**src/rtl/task3_divmod_if.sv**
```systemverilog
`default_nettype none
// ============================================================================
//  Module      : task3_divmod_if
//  Description : Start/ready/done handshake and result bus between a
//                requester (master) and the task3_divmod engine (slave).
//  Revision    : 1.0 - initial release
// ============================================================================
interface task3_divmod_if #(
   parameter int SIZE = 8
);

   // Request side: sampled by the engine only while ready is high
   logic                  start;
   logic [2*SIZE-1:0]     dividend;
   logic [SIZE-1:0]       divisor;

   // Status and registered results
   logic                  ready;
   logic                  done;
   logic [2*SIZE-1:0]     quotient;
   logic [SIZE-1:0]       remainder;
   logic                  div_by_zero;

   modport master (
      output start,
      output dividend,
      output divisor,
      input  ready,
      input  done,
      input  quotient,
      input  remainder,
      input  div_by_zero
   );

   modport slave (
      input  start,
      input  dividend,
      input  divisor,
      output ready,
      output done,
      output quotient,
      output remainder,
      output div_by_zero
   );

endinterface : task3_divmod_if
`default_nettype wire

```
**src/rtl/task3_divmod.sv**
```systemverilog
`default_nettype none
// ============================================================================
//  Module      : task3_divmod
//  Description : Iterative restoring unsigned divider. Divides a 2*SIZE-bit
//                word by a SIZE-bit divisor, one quotient bit per clock,
//                behind a start/ready/done handshake. Recovers A and C from
//                a MAC result A*B+C when C < B.
//  Revision    : 1.0 - initial release
// ============================================================================
module task3_divmod #(
   parameter int SIZE = 8
) (
   input  logic              clk,
   input  logic              rst_n,
   task3_divmod_if.slave     bus
);

   // Counter must hold the value 2*SIZE
   localparam int CNT_W = $clog2(2*SIZE + 1);

   localparam logic [CNT_W-1:0] C_CNT_LOAD = CNT_W'(2*SIZE);
   localparam logic [CNT_W-1:0] C_CNT_LAST = CNT_W'(1);

   localparam logic [1:0] S_IDLE = 2'd0;
   localparam logic [1:0] S_RUN  = 2'd1;
   localparam logic [1:0] S_DONE = 2'd2;

   // ------------------------------------------------------------------------
   // State and datapath registers
   // ------------------------------------------------------------------------
   logic [1:0]          state_q,  state_d;
   // Dividend shift register; quotient bits enter at the LSB as dividend
   // bits leave at the MSB, so after 2*SIZE shifts it holds the quotient.
   logic [2*SIZE-1:0]   dvd_q,    dvd_d;
   logic [SIZE-1:0]     dsr_q,    dsr_d;
   logic [SIZE:0]       part_q,   part_d;
   logic [CNT_W-1:0]    cnt_q,    cnt_d;
   logic                zdiv_q,   zdiv_d;

   // Result registers, visible on the bus
   logic                done_q,   done_d;
   logic [2*SIZE-1:0]   quo_q,    quo_d;
   logic [SIZE-1:0]     rem_q,    rem_d;
   logic                dbz_q,    dbz_d;

   // ------------------------------------------------------------------------
   // One restoring iteration
   // ------------------------------------------------------------------------
   logic [SIZE+1:0]     w_shift;
   logic [SIZE:0]       w_trial;
   logic                w_ge;
   logic [SIZE:0]       w_part_next;
   logic [2*SIZE-1:0]   w_dvd_next;

   // The shifted partial is kept one bit wider than the stored partial so
   // the compare stays exact even when the divisor is zero and the partial
   // keeps growing; the stored partial simply drops that extra bit.
   assign w_shift     = {part_q, dvd_q[2*SIZE-1]};
   assign w_ge        = (w_shift >= {2'b00, dsr_q});
   assign w_trial     = w_shift[SIZE:0] - {1'b0, dsr_q};
   assign w_part_next = w_ge ? w_trial : w_shift[SIZE:0];
   assign w_dvd_next  = {dvd_q[2*SIZE-2:0], w_ge};

   // ------------------------------------------------------------------------
   // Outputs
   // ------------------------------------------------------------------------
   assign bus.ready       = (state_q == S_IDLE);
   assign bus.done        = done_q;
   assign bus.quotient    = quo_q;
   assign bus.remainder   = rem_q;
   assign bus.div_by_zero = dbz_q;

   // Next-state logic for the control FSM and the shift-subtract datapath
   always_comb begin
      state_d = state_q;
      dvd_d   = dvd_q;
      dsr_d   = dsr_q;
      part_d  = part_q;
      cnt_d   = cnt_q;
      zdiv_d  = zdiv_q;
      done_d  = 1'b0;
      quo_d   = quo_q;
      rem_d   = rem_q;
      dbz_d   = dbz_q;

      case (state_q)
         S_IDLE: begin
            if (bus.start) begin
               dvd_d   = bus.dividend;
               dsr_d   = bus.divisor;
               part_d  = '0;
               cnt_d   = C_CNT_LOAD;
               zdiv_d  = (bus.divisor == '0);
               state_d = S_RUN;
            end
         end

         S_RUN: begin
            dvd_d  = w_dvd_next;
            part_d = w_part_next;
            cnt_d  = cnt_q - C_CNT_LAST;
            if (cnt_q == C_CNT_LAST) begin
               // With a zero divisor every trial succeeds, so the shifted
               // word is already all ones and the partial ends up holding
               // the low dividend bits; the quotient is still forced so the
               // zero-divisor result never depends on that side effect.
               quo_d   = zdiv_q ? '1 : w_dvd_next;
               rem_d   = w_part_next[SIZE-1:0];
               dbz_d   = zdiv_q;
               done_d  = 1'b1;
               state_d = S_DONE;
            end
         end

         S_DONE: begin
            state_d = S_IDLE;
         end

         default: begin
            state_d = S_IDLE;
         end
      endcase
   end

   // Register update; reset aborts any operation in flight without a done
   always_ff @(posedge clk or negedge rst_n) begin
      if (!rst_n) begin
         state_q <= S_IDLE;
         dvd_q   <= '0;
         dsr_q   <= '0;
         part_q  <= '0;
         cnt_q   <= '0;
         zdiv_q  <= 1'b0;
         done_q  <= 1'b0;
         quo_q   <= '0;
         rem_q   <= '0;
         dbz_q   <= 1'b0;
      end else begin
         state_q <= state_d;
         dvd_q   <= dvd_d;
         dsr_q   <= dsr_d;
         part_q  <= part_d;
         cnt_q   <= cnt_d;
         zdiv_q  <= zdiv_d;
         done_q  <= done_d;
         quo_q   <= quo_d;
         rem_q   <= rem_d;
         dbz_q   <= dbz_d;
      end
   end

endmodule : task3_divmod
`default_nettype wire

```
**src/flat_wrapper.sv**
```systemverilog
// flat-port wrapper written by rule: the top's interface ports become plain ports
module task3_divmod_flat 
#(
   parameter int SIZE = 8
)
  (clk, rst_n, bus_start, bus_dividend, bus_divisor, bus_ready, bus_done, bus_quotient, bus_remainder, bus_div_by_zero);
  task3_divmod_if #(.SIZE(SIZE)) bus_i ();
  input  logic clk;
  input  logic rst_n;
  input wire logic [$bits(bus_i.start)-1:0] bus_start;
  input wire logic [$bits(bus_i.dividend)-1:0] bus_dividend;
  input wire logic [$bits(bus_i.divisor)-1:0] bus_divisor;
  output wire logic [$bits(bus_i.ready)-1:0] bus_ready;
  output wire logic [$bits(bus_i.done)-1:0] bus_done;
  output wire logic [$bits(bus_i.quotient)-1:0] bus_quotient;
  output wire logic [$bits(bus_i.remainder)-1:0] bus_remainder;
  output wire logic [$bits(bus_i.div_by_zero)-1:0] bus_div_by_zero;
  assign bus_i.start = bus_start;
  assign bus_i.dividend = bus_dividend;
  assign bus_i.divisor = bus_divisor;
  assign bus_ready = bus_i.ready;
  assign bus_done = bus_i.done;
  assign bus_quotient = bus_i.quotient;
  assign bus_remainder = bus_i.remainder;
  assign bus_div_by_zero = bus_i.div_by_zero;
  task3_divmod #(.SIZE(SIZE)) u_core (.clk(clk), .rst_n(rst_n), .bus(bus_i));
endmodule
```
**config.mk**
```make
export PLATFORM = sky130hd
export DESIGN_NAME = task3_divmod_flat
export DESIGN_NICKNAME = d
export VERILOG_FILES = /design/src/rtl/task3_divmod_if.sv /design/src/rtl/task3_divmod.sv /design/src/flat_wrapper.sv
export SDC_FILE = /design/constraint.sdc
export NUM_CORES = 1
export LEC_CHECK = 0
export CAP_MARGIN = 20
export CORE_ASPECT_RATIO = 1.2
export CORE_MARGIN = 8
export CORE_UTILIZATION = 53
export CTS_CLUSTER_SIZE = 25
export DETAILED_ROUTE_END_ITERATION = 6
export PLACE_DENSITY = 0.79
export SLEW_MARGIN = 20
export SYNTH_ARGS = -nofsm -noshare
export SYNTH_HDL_FRONTEND = slang
export SYNTH_SLANG_ARGS = --single-unit
export TNS_END_PERCENT = 30
```
**constraint.sdc**
```tcl
create_clock -name clk -period 2.47 [get_ports clk]
set_input_delay 0.494 -clock clk [delete_from_list [all_inputs] [get_ports clk]]
set_output_delay 0.494 -clock clk [all_outputs]
set_load 0.01 [all_outputs]
```
=== Word level (Yosys, flattened, before mapping) ===
Cells that the tools add are included.

* Output and inout port bits: 27
* Bits of input ports: 27
* Bits in registers: 67
* Logic and storage cells: 37

* Multiplexer cells: 13
* Reduce and logical (&&, ||, !) cells: 7
* Add/subtract/negate cells: 2
* Equality and inequality tests: 4
* $lt $le $gt $ge: 1

{| class="wikitable"
|+ Operator list
! cell !! count
|-
| 2-to-1 mux 16 bit || 2
|-
| case mux 16 bit (2 select lines) || 1
|-
| 2-to-1 mux 9 bit || 2
|-
| case mux 9 bit (2 select lines) || 1
|-
| >= comparator 10 x 8 -> 1 bit || 1
|-
| case mux 5 bit (2 select lines) || 1
|-
| subtractor 9 x 8 -> 9 bit || 1
|-
| logical NOT 8 bit || 1
|-
| AND reduction 2 bit || 4
|-
| == test 5 x 1 -> 1 bit, second input constant || 1
|-
| 2-to-1 mux 5 bit || 1
|-
| subtractor 5 x 1 -> 5 bit, second input constant || 1
|-
| 2-to-1 mux 2 bit || 2
|-
| case mux 2 bit (2 select lines) || 1
|-
| == test 2 x 1 -> 1 bit, second input constant || 1
|-
| logical NOT 2 bit || 1
|-
| 2-to-1 mux 1 bit || 2
|-
| inequality test 2 x 1 -> 1 bit, second input constant || 1
|-
| inequality test 2 bit, second input constant || 1
|-
| nonzero test 2 bit || 1
|}

=== Logic depth before layout (Yosys ltp) ===
Gate-level depths: netlist of the first run.

* Depth after elaboration: 3
* Depth in mapped cells: 10
* Mapped depth without buffers: 9

=== Least setup slack after synthesis of the first run ===
No wires, ideal clock.

* Path kind: register to register
* From: register u_core.dvd_q[15]
* To: register u_core.rem_q[6], in the netlist u_core.bus.remainder[6]
* Cell stages (with the launch flop): 11
* Data required time: 2.340 ns
* Setup time: 0.130 ns
* Path buffers: 1
* Path slack: 0.415 ns
* Arrival: 1.925 ns
* Cells stage by stage: dfrtp_1 inv_1 ha_1 inv_1 fa_1 nand3_1 a31oi_2 nor2_4 buf_6 mux2i_1 o21ai_1

* Word-level cells in the longest chain between the ends: 2
* Elaborated cells between the ends (all ways): 3
* Classes of those cells: add/sub (1); order compare (1); mux (1)

{| class="wikitable"
|+ RTL lines
! item !! RTL line !! text
|-
| start, declared || task3_divmod.sv:34 || <nowiki>logic [2*SIZE-1:0] dvd_q, dvd_d;</nowiki>
|-
| start signal, assigned || task3_divmod.sv:140 || <nowiki>dvd_q <= dvd_d;</nowiki>
|-
| subtractor 9 x 8 -> 9 bit / >= comparator 10 x 8 -> 1 bit (equally long branches) || task3_divmod.sv:60, task3_divmod.sv:59 ||
|-
| 2-to-1 mux 9 bit * || task3_divmod.sv:61 || <nowiki>assign w_part_next = w_ge ? w_trial : w_shift[SIZE:0];</nowiki>
|-
| end signal, assigned || task3_divmod.sv:147 || <nowiki>rem_q <= rem_d;</nowiki>
|-
| end, declared || task3_divmod.sv:43 || <nowiki>logic [SIZE-1:0] rem_q, rem_d;</nowiki>
|}

Mark *: on every way between the ends. The rest lies on a longest branch, timed or not.
A chain may end at the register's enable or synchronous reset.

=== Final worst setup path of the first run ===
* From: register u_core.dvd_q[15]
* To: register u_core.rem_q[1], in the netlist u_core.bus.remainder[1]

The elaborated chain is that of the path after synthesis.

==> flow_summary.toml, run 1 <==
[layout]
final_net_count = 454
drive_gt1_frac = 0.0879
final_util = 0.685
synthToLayoutAreaGrowth_pct = 24.4
num_antenna_cells = 0

[power_and_ir_drop]
power_frac_comb = 0.523
power.density_nw_per_um2 = 1430
p_leak_nw = 1.93
p_int_w = 0.00350
pwr-share-seq = 0.330
swShare = 0.412
p_switching_w = 0.00245
clock_power_share = 0.147
vdd_drop_max_mv = 0.772

[cts]
clk_pin_slew_worst_paths_ns = 0.07
numCtsBuffers = 9
clock_latency_ns = 0.34
cts-root-buf = "clkbuf_8"
htreeDepth = 3
clockBufferDepth = 2
postCtsResizedCells = 0
clkSinkCount = 67
tritoncts = "built"

[flow_run]
cap_viol_max_count = 0

[logic_synthesis]
synth-seq-cells = 67
synth_common_cells = "79 x nand2_1, 67 x dfrtp_1, 55 x o21ai_0"
synth.avg_cell_area_sq_um = 9.26
syn_area_sq_um = 3350
synthArstFlopShare = 1.00
synth_edf_count = 0
synth.most_common_cell = "nand2_1"
syn_inst = 362
ys.flop_type = "dfrtp_1"
synth_top_area_cell = "dfrtp_1"
syn_nets = 400
yosysSeqAreaShare = 0.500
yosys_warnings = 0
synth_cell_types = 49
synthTopCellsByArea = "dfrtp_1 50%, nand2_1 8.8%, o21ai_0 8.2%"
synth_top_area_frac = 0.500

[die]
initial_core_util = 0.550
die_area_sq_um = 9130
rows = 31
die_h_microns = 103
die_w_microns = 88.6
core_area_sq_um = 6090
io_pins = 54

[sta]
finalSetupTns_ns = 0
report.final.slew_viol_count = 0
fin_worst_skew_ns = 0.00513
maxSlewHeadroom = 0.633
hold_viol_final = 0
hold_ws_ns = 0.144
tightest_slew_ns = 0.551
rsz0062_at_grt = "no"
timing.fmax_mhz = 448
post-route-period-util = 0.903
finalSetupViolCount = 0
period_needed_ns = 2.23

[route]
drt_iter0_markers = 159
via_per_inst = 5.60
route.vias.total = 2817
ant_nets = 0
wirelength_mm = 8.11
wl_per_cell_microns = 16.1
first_pass_iters = 4
drc = 0

[worst_setup_path]
reg2reg_slack_ns = 0.24
worstPathRequired_ns = 2.68
crit_type = "flip-flop to flip-flop"
crit_path_end_kind = "flip-flop"
path_max_fanout = 8
r2r-start = "u_core.dvd_q[15]"
r2r_cells = 10
cp_data_arrival_time_ns = 2.44
startpoint_type = "flip-flop"
r2r-end = "u_core.bus.remainder[1]"

[grt]
grt_pass1_wl_mm = 13.6
grt_start_max_net_pins = 68
antenna_found_initial = 0
grt_pass1_vias = 2869
track_usage = 0.194
grt.overflow.total = 0

[run_status]
status = "complete, no violations"

[placement]
gp_congestion = 0.976
dp_hpwl_mm = 5.68
io_buffers = 53

[hold_path]
hold_path.class = "input pin to asynchronous set/reset pin"
through the flow:
stage,area (sq um),instances,worst slack (ns),total power (W)
2_1_floorplan,3350,362,0.415,0.00396
3_5_place_dp,3960,485,0.171,0.00495
5_1_grt,4170,503,0.0809,0.00641
4_1_cts,4140,501,0.125,0.00584
3_3_place_gp,3960,485,0.290,0.00481
6_report,4170,503,0.240,0.00595
worst max-delay path: stages, from the launching register on:
cell and delay [ns]:
dfrtp_1 0.40, inv_1 0.08, ha_1 0.15, inv_1 0.06, fa_1 0.40, nand3_1 0.21, a31oi_2 0.15, nor2_4 0.14
buf_4 0.18, mux2i_1 0.24, o21ai_0 0.10
cell usage in the layout, fill, tap and decap left out, types with 2 or more instances in the layout:
master	instances
clkdlybuf4s50_1	52
nand4_1	3
clkbuf_8	9
and3b_1	14
o21ai_0	55
xor2_1	4
or4_1	2
clkbuf_1	2
nor3_1	5
nand2b_1	3
nor2b_1	3
mux2i_1	6
nor4b_1	2
nor4_1	3
ha_1	10
buf_4	9
and2b_2	2
nand2_1	79
nor2_1	12
dfrtp_1	67
buf_12	2
a21oi_1	23
clkinv_2	3
o21ai_1	3
a32oi_1	2
o31ai_1	2
nand3_1	5
inv_1	13
final cells by class:
type                    count  area, sq um
repair buffers             64          633
clock inverters             5         53.8
clock buffers              11          131
well taps                  82          103
fillers                   490         1920
inverters                  13         48.8
flip-flops and latches     67         1680
multi-input cells         261         1520
power groups by stage:
stage / logic, W / registers [W] / clock network (W)
after CTS: 0.00299 / 0.00196 / 0.000894
after detailed placement: 0.00297 / 0.00198 / 0
after global placement: 0.00286 / 0.00195 / 0
after floorplan: 0.00199 / 0.00197 / 0
after global routing: 0.00345 / 0.00202 / 0.000939
final: 0.00311 / 0.00196 / 0.000873
logic make-up after synthesis:
family	Yosys count	synth area share
DFF	67	0.500
AOI/OAI and AO/OA	99	0.170
muxes	6	0.0179
buffers and inverters	34	0.0452
adders and majority gates	11	0.0433
xor gates and xnor gates	4	0.0105
and+or+nand+nor	141	0.213
how the worst max path moves through the flow:
stage,endpoint,startpoint
after floorplan,u_core.bus.remainder[6],u_core.dvd_q[15]
after global placement,u_core.bus.remainder[3],u_core.dvd_q[15]
after detailed placement,u_core.part_q[4],u_core.dvd_q[15]
after CTS,u_core.bus.remainder[4],u_core.dvd_q[15]
after global routing,u_core.bus.remainder[4],u_core.dvd_q[15]
final,u_core.bus.remainder[1],u_core.dvd_q[15]
state kept, by name, summed over array words and instances (netlist names):
register / cells
u_core.bus.quotient: 16
u_core.bus.remainder: 8
u_core.dsr_q: 8
u_core.dvd_q: 16
u_core.state_q: 2
u_core.bus.done: 1
u_core.zdiv_q: 1
u_core.cnt_q: 5
u_core.part_q: 9
u_core.bus.div_by_zero: 1
per-layer routing:
| metal | up-vias | share of wire | track usage | wire length (microns) |
|---|---|---|---|---|
| met5 | - | 0 | 0 | 0 |
| met4 | 0 | 0.018 | 0.0900 | 146 |
| met3 | 11 | 0.053 | 0.0383 | 430 |
| met2 | 77 | 0.50 | 0.321 | 4040 |
| met1 | 1370 | 0.43 | 0.236 | 3500 |
| li1 | 1359 | - | - | - |
what timing repair did:
item	4_1_cts	5_1_grt
buffers inserted	0	2
hold buffers	0	0
setup endpoints to repair	0	7
Power figures use the tool's default switching activity.
==> run 2: changes to the inputs <==
--- a/config.mk
+++ b/config.mk
@@ -6,7 +6,6 @@
 export NUM_CORES = 1
 export LEC_CHECK = 0
 export CAP_MARGIN = 20
-export CORE_ASPECT_RATIO = 1.2
 export CORE_MARGIN = 8
 export CORE_UTILIZATION = 53
 export CTS_CLUSTER_SIZE = 25
@@ -16,4 +15,3 @@
 export SYNTH_ARGS = -nofsm -noshare
 export SYNTH_HDL_FRONTEND = slang
 export SYNTH_SLANG_ARGS = --single-unit
-export TNS_END_PERCENT = 30
==> flow_summary.toml, run 2 (synthesis results as in run 1) <==
[route]
ant_nets = 0
first_pass_iters = 4
wl_met2_mm = 3.98
via_per_inst = 5.62
maxUsedRoutingLayer = "met4"
route.vias.total = 2791
wirelength_mm = 8.09
drt_iter0_markers = 179
wl_per_cell_microns = 16.3
met1_length_mm = 3.58
drc = 0
met3_length_microns = 385

[cts]
cts-root-buf = "clkbuf_8"
tritoncts = "built"
clkSinkCount = 67
postCtsResizedCells = 0
clk_pin_slew_worst_paths_ns = 0.07
clock_latency_ns = 0.34
numCtsBuffers = 9
cts_setup_buffers = 0
cts_hold_buf = 0
htreeDepth = 3
clockBufferDepth = 2

[power_and_ir_drop]
power_w = 0.00586
vdd_drop_max_mv = 0.587
power.density_nw_per_um2 = 1410
p_leak_nw = 1.92

[die]
io_pins = 54
die_h_microns = 95.5
rows = 29
initial_core_util = 0.537
die_area_sq_um = 9120
die_w_microns = 95.5
core_area_sq_um = 6240

[placement]
gp_congestion = 0.858
dp_slack_ns = 0.183
io_buffers = 53
dp_hpwl_mm = 5.83

[layout]
final_net_count = 453
drive_gt1_frac = 0.0905
nFillCells = 509
num_antenna_cells = 0
layout_commonest_cell = "nand2_1"
synthToLayoutAreaGrowth_pct = 24.3
layout_common_cells = "79 x nand2_1, 67 x dfrtp_1, 55 x o21ai_0, 52 x clkdlybuf4s50_1, 23 x a21oi_1"

[worst_setup_path]
r2r-start = "u_core.dvd_q[15]"
crit_path_end_kind = "flip-flop"
critPathMostFrequentCell = "inv_1"
critPathBufInv = 2
r2r-end = "u_core.part_q[2]"
cpPeakStageDelay_ns = 0.41
cp_data_arrival_time_ns = 2.49
crit_chain = "inv_1, ha_1, inv_1, fa_1, nand3_1, a31oi_2, nor2_4, mux2i_1, o21ai_0"
r2r_cells = 9
cp_top_family = "simple AND/OR/NAND/NOR gates"
critPathSlowestCell = "dfrtp_1"
worstPathRequired_ns = 2.69
crit_type = "flip-flop to flip-flop"
path_max_fanout = 15
reg2reg_slack_ns = 0.20
path_depth = 9
startpoint_type = "flip-flop"

[sta]
tightest_slew_ns = 0.624
timing.fmax_mhz = 440
rsz0062_at_grt = "no"
fin_ws_ns = 0.198
finalSetupTns_ns = 0
hold_viol_final = 0
period_needed_ns = 2.27
hold_ws_ns = 0.134
finalSetupViolCount = 0
report.final.slew_viol_count = 0
maxSlewHeadroom = 0.584
fin_worst_skew_ns = 0.0119
post-route-period-util = 0.920

[grt]
grt_pass1_wl_mm = 13.4
antenna_found_initial = 0
grt_start_max_net_pins = 45
track_usage = 0.189
grt_pass1_vias = 2797
grt.overflow.total = 0

[run_status]
status = "complete, no violations"

[hold_path]
hold_path.class = "input pin to asynchronous set/reset pin"

[flow_run]
cap_viol_max_count = 0
run 2: layer usage:
metal  vias up  track usage
li1       1359            -
met4         0       0.0704
met2        73        0.314
met1      1347        0.237
met5         -            0
met3        12       0.0402
run 2: cell type report:
class | instances | area, sq um | share of cell area
flip-flops and latches | 67 | 1680 | 0.402
multi-input cells | 261 | 1530 | 0.366
repair buffers | 63 | 626 | 0.150
clock buffers | 10 | 128 | 0.0306
well taps | 77 | 96.3 | 0.0231
clock inverters | 6 | 65.1 | 0.0156
inverters | 13 | 48.8 | 0.0117
run 2: worst max path at each step:
stage / from / to / slack [ns]
final: u_core.dvd_q[15] / u_core.part_q[2] / 0.20
after global routing: u_core.dvd_q[15] / u_core.part_q[6] / 0.009
after CTS: u_core.dvd_q[15] / u_core.part_q[6] / 0.17
after detailed placement: u_core.dvd_q[15] / u_core.part_q[2] / 0.18
after global placement: u_core.dvd_q[15] / u_core.bus.remainder[6] / 0.29
after floorplan: u_core.dvd_q[15] / u_core.bus.remainder[6] / 0.41
run 2: worst register-to-register path, delay by kind of cell (launching register included):
family	cells	cell delay [ns]
and+or+nand+nor	2	0.57
AOI/OAI and AO/OA	2	0.26
muxes	1	0.27
adders and majority gates	2	0.54
buffers and inverters	2	0.11
DFF	1	0.41
run 2: through the flow:
step	cell area, sq um	instances	util
2_1_floorplan	3350	362	-
3_3_place_gp	3970	481	0.637
6_report	4170	497	0.668
4_1_cts	4170	497	0.668
3_5_place_dp	3970	481	0.637
5_1_grt	4170	497	0.668
run 2: where the power goes:
part / leakage [nW] / internal (W) / switching, W / total, W
Clock: 0.0966 / 0.000468 / 0.000423 / 0.000891
Sequential: 0.833 / 0.00161 / 0.000354 / 0.00196
Combinational: 0.993 / 0.00136 / 0.00165 / 0.00300
